**config.mk**
```make
export PLATFORM = sky130hd
export DESIGN_NAME = mem_arbiter
export DESIGN_NICKNAME = d
export VERILOG_FILES = /design/src/rtl/mem_arbiter.sv
export SDC_FILE = /design/constraint.sdc
export NUM_CORES = 1
export LEC_CHECK = 0
export BUFFER_PORTS_ARGS = -buffer_cell sky130_fd_sc_hd__buf_2
export CORE_AREA = 2 2 133 135
export DETAILED_ROUTE_END_ITERATION = 8
export DIE_AREA = 0 0 135 137
export PLACE_DENSITY_LB_ADDON = 0.15
export SYNTH_ARGS = -nofsm -noshare
export SYNTH_HDL_FRONTEND = slang
export SYNTH_SLANG_ARGS = --single-unit
export TNS_END_PERCENT = 10
```
**constraint.sdc**
```tcl
create_clock -name clock -period 2.1 [get_ports clock]
set_clock_uncertainty 0.05 [all_clocks]
set_input_delay 0.42 -clock clock [delete_from_list [all_inputs] [get_ports clock]]
set_output_delay 0.42 -clock clock [all_outputs]
set_load 0.02 [all_outputs]
```
**src/rtl/mem_arbiter.sv**
```systemverilog
// rtl/mem_arbiter.sv - round-robin instruction/data bus arbiter with BRAM/UART/CLINT decode and timeout
module mem_arbiter #(
    parameter int          bram_depth      = 10,
    parameter logic [31:0] uart_base_addr  = 32'h0010_0000,
    parameter logic [31:0] uart_top_addr   = 32'h0010_0004,
    parameter logic [31:0] clint_base_addr = 32'h0200_0000,
    parameter logic [31:0] clint_top_addr  = 32'h0200_C000,
    parameter int          timeout         = 255
) (
    input  logic        clock,
    input  logic        reset,

    input  logic        imem_valid,
    input  logic [31:0] imem_addr,
    output logic        imem_ready,
    output logic [31:0] imem_rdata,
    output logic        imem_error,

    input  logic        dmem_valid,
    input  logic [31:0] dmem_addr,
    input  logic [31:0] dmem_wdata,
    input  logic [3:0]  dmem_wstrb,
    output logic        dmem_ready,
    output logic [31:0] dmem_rdata,
    output logic        dmem_error,

    output logic [31:0] bus_addr,
    output logic [31:0] bus_wdata,
    output logic [3:0]  bus_wstrb,

    output logic        bram_valid,
    input  logic        bram_ready,
    input  logic [31:0] bram_rdata,

    output logic        uart_valid,
    input  logic        uart_ready,
    input  logic [31:0] uart_rdata,

    output logic        clint_valid,
    input  logic        clint_ready,
    input  logic [31:0] clint_rdata
);

    localparam logic [1:0] st_idle  = 2'd0;
    localparam logic [1:0] st_issue = 2'd1;
    localparam logic [1:0] st_wait  = 2'd2;
    localparam logic [1:0] st_err   = 2'd3;

    localparam logic [32:0] bram_limit  = 33'd1 << (bram_depth + 2);
    localparam logic [15:0] timeout_cnt = 16'(timeout);

    logic [1:0]  state;
    logic        owner_d;       // 1 = data port owns the current transaction
    logic        last_grant_d;  // winner of the most recent conflict
    logic [2:0]  sel;           // one-hot {clint, uart, bram}
    logic [15:0] wait_cnt;

    logic        grant_any;
    logic        grant_d;
    logic [31:0] grant_addr;
    logic        hit_bram;
    logic        hit_uart;
    logic        hit_clint;
    logic [2:0]  grant_sel;

    logic        sel_ready;
    logic [31:0] sel_rdata;
    logic        timeout_hit;
    logic        resp_done;
    logic        resp_ok;
    logic [31:0] resp_rdata;
    logic        resp_error;

    // On contention the port that lost the previous conflict wins.
    always_comb begin
        grant_any  = imem_valid | dmem_valid;
        grant_d    = (imem_valid && dmem_valid) ? ~last_grant_d : dmem_valid;
        grant_addr = grant_d ? dmem_addr : imem_addr;
        hit_bram   = ({1'b0, grant_addr} < bram_limit);
        hit_uart   = (grant_addr >= uart_base_addr) && (grant_addr < uart_top_addr);
        hit_clint  = (grant_addr >= clint_base_addr) && (grant_addr < clint_top_addr);
        grant_sel  = 3'b000;
        if (hit_bram) begin
            grant_sel = 3'b001;
        end else if (hit_uart) begin
            grant_sel = 3'b010;
        end else if (hit_clint) begin
            grant_sel = 3'b100;
        end
    end

    always_ff @(posedge clock or negedge reset) begin
        if (!reset) begin
            state        <= st_idle;
            owner_d      <= 1'b0;
            last_grant_d <= 1'b0;
            sel          <= 3'b000;
            wait_cnt     <= 16'd0;
            bus_addr     <= 32'd0;
            bus_wdata    <= 32'd0;
            bus_wstrb    <= 4'd0;
        end else begin
            case (state)
                st_idle: begin
                    if (grant_any) begin
                        owner_d   <= grant_d;
                        bus_addr  <= grant_addr;
                        bus_wdata <= grant_d ? dmem_wdata : 32'd0;
                        bus_wstrb <= grant_d ? dmem_wstrb : 4'd0;
                        sel       <= grant_sel;
                        if (imem_valid && dmem_valid) begin
                            last_grant_d <= grant_d;
                        end
                        state <= (grant_sel != 3'b000) ? st_issue : st_err;
                    end
                end
                st_issue: begin
                    wait_cnt <= 16'd0;
                    state    <= st_wait;
                end
                st_wait: begin
                    if (sel_ready || timeout_hit) begin
                        state <= st_idle;
                    end else begin
                        wait_cnt <= wait_cnt + 16'd1;
                    end
                end
                default: begin
                    state <= st_idle;
                end
            endcase
        end
    end

    always_comb begin
        sel_ready = |(sel & {clint_ready, uart_ready, bram_ready});
        sel_rdata = 32'd0;
        case (sel)
            3'b001:  sel_rdata = bram_rdata;
            3'b010:  sel_rdata = uart_rdata;
            3'b100:  sel_rdata = clint_rdata;
            default: sel_rdata = 32'd0;
        endcase
    end

    // A slave answering in the same cycle the counter expires still wins.
    always_comb begin
        timeout_hit = (wait_cnt == timeout_cnt);
        resp_ok     = (state == st_wait) && sel_ready;
        resp_done   = (state == st_err) || ((state == st_wait) && (sel_ready || timeout_hit));
        resp_rdata  = resp_ok ? sel_rdata : 32'd0;
        resp_error  = resp_done && !resp_ok;
    end

    always_comb begin
        imem_ready  = resp_done && !owner_d;
        imem_rdata  = (resp_done && !owner_d) ? resp_rdata : 32'd0;
        imem_error  = resp_error && !owner_d;
        dmem_ready  = resp_done && owner_d;
        dmem_rdata  = (resp_done && owner_d) ? resp_rdata : 32'd0;
        dmem_error  = resp_error && owner_d;
        bram_valid  = (state == st_issue) && sel[0];
        uart_valid  = (state == st_issue) && sel[1];
        clint_valid = (state == st_issue) && sel[2];
    end

endmodule

```
**Yosys cells after proc, flatten, opt, wreduce, memory -nomap -nowiden**

Index checks and enable logic that the tools add are counted.

- Reductions and logical operators: 25
- Eq/ne operators: 10
- Order comparisons: 5
- Bitwise operators: 3
- Mux-type cells: 17
- Add/sub/neg operators: 1

Operators by type and width:

| kind | number |
|---|---|
| 32-bit two-way mux | 5 |
| 32-bit one-hot mux with 3 select lines | 1 |
| 32-bit by 21-bit greater-or-equal comparator with 1-bit output (second input constant) | 1 |
| 32-bit by 26-bit greater-or-equal comparator with 1-bit output (second input constant) | 1 |
| 32-bit by 13-bit < comparator with 1-bit output (second input constant) | 1 |
| 32-bit by 21-bit < comparator with 1-bit output (second input constant) | 1 |
| 32-bit by 26-bit < comparator with 1-bit output (second input constant) | 1 |
| 16-bit one-hot mux with 2 select lines | 1 |
| 16-bit by 1-bit adder with 16-bit output (second input constant) | 1 |
| 16-bit by 8-bit == test with 1-bit output (second input constant) | 1 |
| 16-bit two-way mux | 1 |
| 1-bit logical AND | 13 |
| 3-bit two-way mux | 3 |
| 2-bit two-way mux | 3 |
| 2-bit inequality test (second input constant) | 3 |
| 2-bit one-hot mux with 3 select lines | 1 |
| 2-bit AND reduction | 3 |
| 2-bit == test (second input constant) | 2 |
| 4-bit two-way mux | 1 |
| 3-bit bitwise AND | 1 |
| 3-bit by 1-bit == test with 1-bit output (second input constant) | 1 |
| 3-bit by 2-bit == test with 1-bit output (second input constant) | 1 |
| 3-bit == test (second input constant) | 1 |
| 3-bit AND reduction | 1 |
| other kinds (10) | 12 |

- Word-level logic and storage cells: 69
- Register bits after elaboration: 91
- Output and inout bits: 139

**Longest topological paths before layout**

Gate-level depths: netlist of run 1.

- Word-level depth: 12
- Mapped depth: 7
- Depth with buffers taken out: 6

**Worst setup path after synthesis of run 1**

OpenSTA, ideal clock, no wires.

- Kind: flip-flop to output port
- Start point: register wait_cnt[0]
- End point: output port dmem_rdata[10]
- Data required time: 1.630 ns
- Buffers on the path: 1
- Arrival time: 1.933 ns
- Cell stages (with the launch flop): 8
- Setup slack: -0.303 ns
- Path through: dfrtp_1 ha_1 nand3_2 or3_1 o21ai_1 nand3_1 buf_2 nor2_1

- Word-level cells in the longest chain between the ends: 6

Ends and longest elaborated chain:

| item | RTL line | source |
|---|---|---|
| start: declaration | 56 | `logic [15:0] wait_cnt;` |
| start signal: assignment | 125 | `wait_cnt <= wait_cnt + 16'd1;` |
| 16-bit by 8-bit == test with 1-bit output | 148 | `timeout_hit = (wait_cnt == timeout_cnt);` |
| 1-bit logical OR | 150 | `resp_done = (state == st_err) \|\| ((state == st_wait) && (sel_ready \|\| timeout_hit));` |
| 1-bit logical AND | 150 |  |
| 1-bit logical OR | 150 |  |
| 1-bit logical AND | 160 | `dmem_rdata = (resp_done && owner_d) ? resp_rdata : 32'd0;` |
| 32-bit two-way mux | 160 |  |
| end: declaration | 24 | `output logic [31:0] dmem_rdata,` |

Every way passes these cells.

**Worst setup path in the final report of run 1**

- Start point: register sel[0]
- End point: output port imem_ready

- Word-level cells in the longest chain between the ends: 6

Ends and longest elaborated chain:

| item | RTL line | source |
|---|---|---|
| start: declaration | 55 | `logic [2:0] sel;` |
| start signal: assignment | 110 | `sel <= grant_sel;` |
| 3-bit bitwise AND | 136 | `sel_ready = \|(sel & {clint_ready, uart_ready, bram_ready});` |
| 3-bit OR reduction | 136 |  |
| 1-bit logical OR | 150 |  |
| 1-bit logical AND | 150 |  |
| 1-bit logical OR | 150 |  |
| 1-bit logical AND | 156 | `imem_ready = resp_done && !owner_d;` |
| end: declaration | 15 | `output logic imem_ready,` |

Every way passes these cells.

==> results of run 1 <==
==> registers in the layout (all words and copies together) (netlist names) <==
signal	flops
bus_addr	32
bus_wdata	32
wait_cnt	16
bus_wstrb	4
sel	3
state	2
last_grant_d	1
owner_d	1
==> worst max-delay path, delay by kind of cell (launching register included) <==
family,cells,cell delay [ps]
buffers and inverters,5,710
AOI/OAI and AO/OA,2,460
DFF,1,390
and+or+nand+nor,2,280
==> layout by cell type, fill, tap and decap left out, drive strengths merged, types with 2 or more instances in the layout <==
| master | n |
|---|---|
| o21ai | 39 |
| o211a | 2 |
| buf | 417 |
| and3 | 8 |
| mux2i | 4 |
| mux2 | 2 |
| nand3 | 12 |
| nand4 | 5 |
| and2 | 4 |
| nand2 | 146 |
| or3 | 2 |
| a211o | 4 |
| a22oi | 32 |
| clkbuf | 10 |
| a22o | 36 |
| inv | 7 |
| a221o | 5 |
| o31ai | 2 |
| nor3 | 19 |
| a21oi | 2 |
| nor2 | 110 |
| bufinv | 2 |
| nor4b | 2 |
| a31oi | 32 |
| nor3b | 2 |
| and4 | 2 |
| nor4 | 8 |
| dfrtp | 91 |
| or4 | 7 |
==> synthesized netlist by cell type (2+ instances only) <==
cell type  count  share of area [%]
a211o_1        4               0.67
a21oi_1        2               0.19
a221o_1        5               0.96
a22o_1        36                6.1
a22oi_1       32                4.6
a31oi_1       32                3.9
and2_1         3               0.36
and3_1         8               0.96
and4_1         2               0.34
buf_2          7               0.67
clkbuf_1      41                3.0
dfrtp_1       91                 44
inv_1          4               0.29
mux2_2         2               0.43
mux2i_1        4               0.77
nand2_1      146                 11
nand3_1       11                1.1
nand4_1        5               0.60
nor2_1       109                7.9
nor3_1        18                1.7
nor3b_1        2               0.29
nor4_1         8               0.96
nor4b_1        2               0.34
o211a_1        2               0.39
o21ai_0       37                3.6
o21ai_1        2               0.19
o31ai_1        2               0.29
or3_1          2               0.24
or4_1          7                1.0
==> how the worst min path moves through the flow <==
stage | end | slack (ps) | cells after the start
2_1_floorplan | bus_addr[0] | 70 | 0
3_3_place_gp | bus_wdata[19] | 230 | 1
3_5_place_dp | bus_wdata[19] | 230 | 1
4_1_cts | bus_wdata[24] | 220 | 2
5_1_grt | bus_wdata[15] | 230 | 2
6_report | bus_wdata[26] | 240 | 2
==> cells by family (layout without fill, tap and decap cells) <==
family,Yosys count,in the layout,share of synthesized area (%)
adder cells (fa/ha/maj),1,1,0.241
multiplexers,6,6,1.20
flip-flops,91,91,43.8
AO/OA/AOI/OAI,165,165,22.7
buffers and inverters,54,438,4.21
AND/OR/NAND/NOR,331,331,27.6
XOR/XNOR,1,1,0.169
==> area by class of cell <==
class / instances / area [sq um]
clock inverters: 6 / 96.3
fillers: 1611 / 8030
inverters: 4 / 15.0
repair buffers: 418 / 2870
well taps: 225 / 282
clock buffers: 10 / 229
multi-input cells: 504 / 3250
flip-flops and latches: 91 / 2280
==> power breakdown <==
group          switching [mW]  leakage (nW)  internal (mW)
Sequential              0.364          1.13           2.41
Clock                   0.721         0.156           1.06
Combinational            2.46          2.86           1.73
Total                    3.55          4.14           5.20
==> metal layers <==
layer	GRT usage (%)	vias up
li1	-	3080
met1	26.6	2905
met2	37.8	249
met3	4.70	20
met4	6.37	0
met5	0	-
==> repair_timing <==
action,CTS,global route
hold buffers,1,0
hold endpoints to repair,10,0
setup endpoints to repair,81,87
gates resized for setup,109,32
pin swaps,5,17
setup buffers,2,1
==> flow_summary.toml, run 1 <==
[layout]
drive_above_1_share_pct = 50.3
final_nets = 1232
finish.instance_area_sq_mm = 0.00903
syn2layout_area_growth_pct = 73.8
final_util_pct = 52.9
final_cells = 1258
n_antenna_cell = 0

[sta]
setup_tns_ps = -33470
max_slew_margin_pct = 74.9
worst_slew_pin_slew_ps = 373
rsz0062_at_grt = "true"
maxSlewViolCount = 0
fin_crit_sh_pct = 126
setup_viol = 80
setup_slack_ps = -555
whs_ps = 236
max_freq_mhz = 377
period_needed_ps = 2660
finalHoldViolations = 0

[die]
die_x_um = 135
pin_count = 342
start_util_pct = 30.5
core_area_sq_mm = 0.0171
rows = 48
dieArea_sq_mm = 0.0185
die_h_um = 137

[hold_path]
hold_start = "dmem_wdata[26]"
worstHoldPathType = "in -> reg"

[clocking]
clk_latency_ps = 340
cts_sinks = 91
clkTransAtPathRegs_ps = 70
cts_root_buffer = "clkbuf_16"
htree_levels = 3
cts_buffer_depth = 2
cts_made_buffers = 9
cts_tree = "built"

[critical_path]
end_kind = "output port"
reg2reg_slack_ps = -120
crit_path_start = "sel[0]"
path_max_fanout = 14
regToRegStartpoint = "wait_cnt[1]"
cpPeakStageDelay_ps = 400
criticalPathCategory = "reg -> out"
crit_arrival_ps = 2190
startpoint_type = "flip-flop"
critPathCapture = "imem_ready"
rr_endpoint = "wait_cnt[2]"
cp_cell_sequence = "a222oi_1 > buf_4 > and2_4 > o21ai_4 > nand3b_1 > buf_12 > buf_12 > inv_2 > buf_4"
cp_slowest_cell = "a222oi_1"
worstRegToRegCells = 8
cp.required_ps = 1630

[synthesis]
synth_cell_types = 52
syn_nets = 853
synth_top_flop_cell = "dfrtp_1"
yosysWarnings = 0
syn_area_per_cell_sq_um = 8.00
synth-edff-count = 0
yosysSeqAreaShare_pct = 43.8
synth_seq_cells = 91
syn_inst = 649
synth_area_sq_mm = 0.00519
async_flop_share_pct = 100

[placement]
placed_area_sq_mm = 0.00822
dp_hpwl_mm = 16.1
io_buffers = 341
dp_cells = 1238
post-place-ws_ps = -420
gp_congestion = 0.815

[power_and_ir_drop]
p_leak_nw = 4.14
power_density_mw_per_mm2 = 969
ir_drop_uv = 599
power_mw = 8.75

[outcome]
outcome = "finished with violations"
violations = "setup timing"

[route]
routed-wl-met2_mm = 10.5
routed_wirelength_mm = 20.7
viasPerCell = 4.97
ant_nets = 0
firstDrtPassIters = 5
drt_iter0_drc = 307
dr_total_vias = 6254
routedWlPerCell_um = 16.4
top_layer_used = "met4"
met3_length_mm = 1.50
drc = 0
wl_met1_mm = 8.37

[flow_run]
cap_violations = 0

[grt]
grt_overflow_total = 0
grt_max_degree = 49
grt_pass1_wl_mm = 31.5
groute.usage.overall_pct = 21.6
grt_pass1_vias = 6036
antenna_found_initial = 0
No activity file was read; power rests on OpenSTA's default activity.
==> run 2: changes to the inputs <==
--- a/config.mk
+++ b/config.mk
@@ -13,4 +13,3 @@
 export SYNTH_ARGS = -nofsm -noshare
 export SYNTH_HDL_FRONTEND = slang
 export SYNTH_SLANG_ARGS = --single-unit
-export TNS_END_PERCENT = 10
==> run 2 against run 1 <==
Compared with the run above:
- the run still ends with setup timing left
- first-iteration DRC count down 12%
- clock-buffer cell count is 1 lower
- design area rose by 2.4%
- critical path depth unchanged
- critical endpoint is now imem_rdata[11]
==> flow_summary.toml, run 2 (synthesized netlist as in run 1, its figures left out) <==
[outcome]
outcome = "finished with violations"
violations = "setup timing"

[critical_path]
path_max_fanout = 8
end_kind = "output port"
startpoint_type = "flip-flop"
cp_slowest_cell = "dfrtp_1"
path_common_cell = "buf_12"
cp_cell_sequence = "ha_2 > nand3_2 > or3_4 > o21ai_4 > nand3b_1 > buf_12 > buf_12 > nor2_4 > buf_6"
crit_arrival_ps = 2200
cp.required_ps = 1630
criticalPathCategory = "reg -> out"
critPathBufInv = 3
cp_top_family = "simple AND/OR/NAND/NOR gates"
cpPeakStageDelay_ps = 360

[grt]
groute.usage.overall_pct = 21.7
grtUsageMet3_pct = 4.22
grt_pass1_wl_mm = 31.7
gr-max-usage-layer = "met2"
grt_pass1_vias = 6140
grt.met1_usage_pct = 26.6
grt_max_degree = 66
grt_overflow_total = 0
antenna_found_initial = 2
use_met2_pct = 38.3

[sta]
fin_crit_sh_pct = 127
setup_tns_ps = -36490
finalHoldViolations = 0
period_needed_ps = 2670
max_freq_mhz = 374
maxSlewViolCount = 0
rsz0062_at_grt = "true"
worst_slew_pin_slew_ps = 388
max_slew_margin_pct = 74.2
setup_viol = 78
setup_slack_ps = -571

[power_and_ir_drop]
power_density_mw_per_mm2 = 952
p_leak_nw = 4.22
ir_drop_uv = 737

[layout]
final_cell_mix = "buf_2 (272), nand2_1 (144), dfrtp_1 (91)"
drive_above_1_share_pct = 51.2
final_nets = 1239
syn2layout_area_growth_pct = 77.9
fillers = 1575
final_util_pct = 54.2
final_common_cell = "buf_2"
top_regs = "bus_addr x32, bus_wdata x32, wait_cnt x16"

[die]
pin_count = 342
core_area_sq_mm = 0.0171
die_h_um = 137
die_x_um = 135
start_util_pct = 30.5
dieArea_sq_mm = 0.0185
rows = 48

[placement]
gp_congestion = 0.817
dp_hpwl_mm = 16.1
io_buffers = 341
post-place-ws_ps = -337

[route]
ant_nets = 0
drt_iter0_drc = 271
routed_wirelength_mm = 21.4
viasPerCell = 5.09
drc = 0
dr_total_vias = 6446
routedWlPerCell_um = 16.9
firstDrtPassIters = 5

[clocking]
cts_sinks = 91
cts_root_buffer = "clkbuf_16"
clkTransAtPathRegs_ps = 80
htree_levels = 3
clk_latency_ps = 340
cts_tree = "built"
cts_buffer_depth = 2
cts_made_buffers = 9

[flow_run]
cap_violations = 0

[hold_path]
worstHoldPathType = "in -> reg"
==> run 2: cell types whose count changed in the layout (fill, tap and decap cells not counted), sizes merged <==
cell,change
clkinv,+3
buf,+2
bufinv,-2
clkbuf,+2
diode,+2
bufbuf,+1
clkinvlp,-1
inv,+1
nor2,+1
==> run 2: final cells by class <==
| class | instances | area [sq um] | area share, % |
|---|---|---|---|
| Inverter | 4 | 22.5 | 0.244 |
| Tap cell | 225 | 282 | 3.05 |
| Clock inverter | 7 | 70.1 | 0.758 |
| Clock buffer | 9 | 225 | 2.44 |
| Sequential cell | 91 | 2280 | 24.6 |
| Multi-Input combinational cell | 505 | 3300 | 35.7 |
| Antenna cell | 2 | 5.00 | 0.0541 |
| Timing Repair Buffer | 424 | 3060 | 33.1 |
==> run 2: what timing repair did <==
| item | 4_1_cts | 5_1_grt |
|---|---|---|
| cloned | 2 | 3 |
| pin swaps | 11 | 44 |
| endpoints found under the setup margin | 81 | 86 |
| endpoints found under the hold margin | 13 | 0 |
| resized for setup | 140 | 31 |
| hold buffers | 1 | 0 |
| setup buffers | 3 | 10 |
==> run 2: worst paths after layout <==
check,startpoint,end,slack (ps),depth (start not counted)
worst min-delay path,dmem_wstrb[3],bus_wstrb[3],230,2
worst max-delay path,wait_cnt[1],imem_rdata[11],-570,9
worst min register to register,bus_wdata[30],bus_wdata[30],450,1
worst max register to register,wait_cnt[1],wait_cnt[13],-120,8
min in group asynchronous,reset,bus_wdata[19],410,2
max in group asynchronous,reset,sel[1],1030,3
==> run 2: worst register-to-register path, cell delays in order (launching register included) <==
cell	delay, ps
dfrtp_1	360
ha_2	200
nand3_2	70
or3_4	350
buf_4	150
o2111a_2	350
buf_6	160
and3_1	150
a211o_1	260
==> run 2: power by group <==
group	internal, mW	switching [mW]	total, mW
Combinational	1.85	2.54	4.39
Clock	0.839	0.785	1.62
Sequential	2.41	0.372	2.79
Total	5.10	3.70	8.80
==> run 2: per-stage QoR <==
stage / instances / total power, mW / area [sq um] / hold WS [ps]
CTS: 1253 / 8.60 / 8980 / 220
global route: 1267 / 9.36 / 9240 / 227
global placement: 1231 / 6.84 / 8180 / 237
detailed placement: 1231 / 6.88 / 8180 / 238
finish: 1267 / 8.80 / 9240 / 232
floorplan: 649 / 5.18 / 5720 / 74.4
==> run 2: per-layer routing <==
metal | up-vias | part of all wire (%)
li1 | 3104 | -
met2 | 296 | 51
met3 | 35 | 7.4
met1 | 3011 | 39
met5 | - | 0
met4 | 0 | 2.3
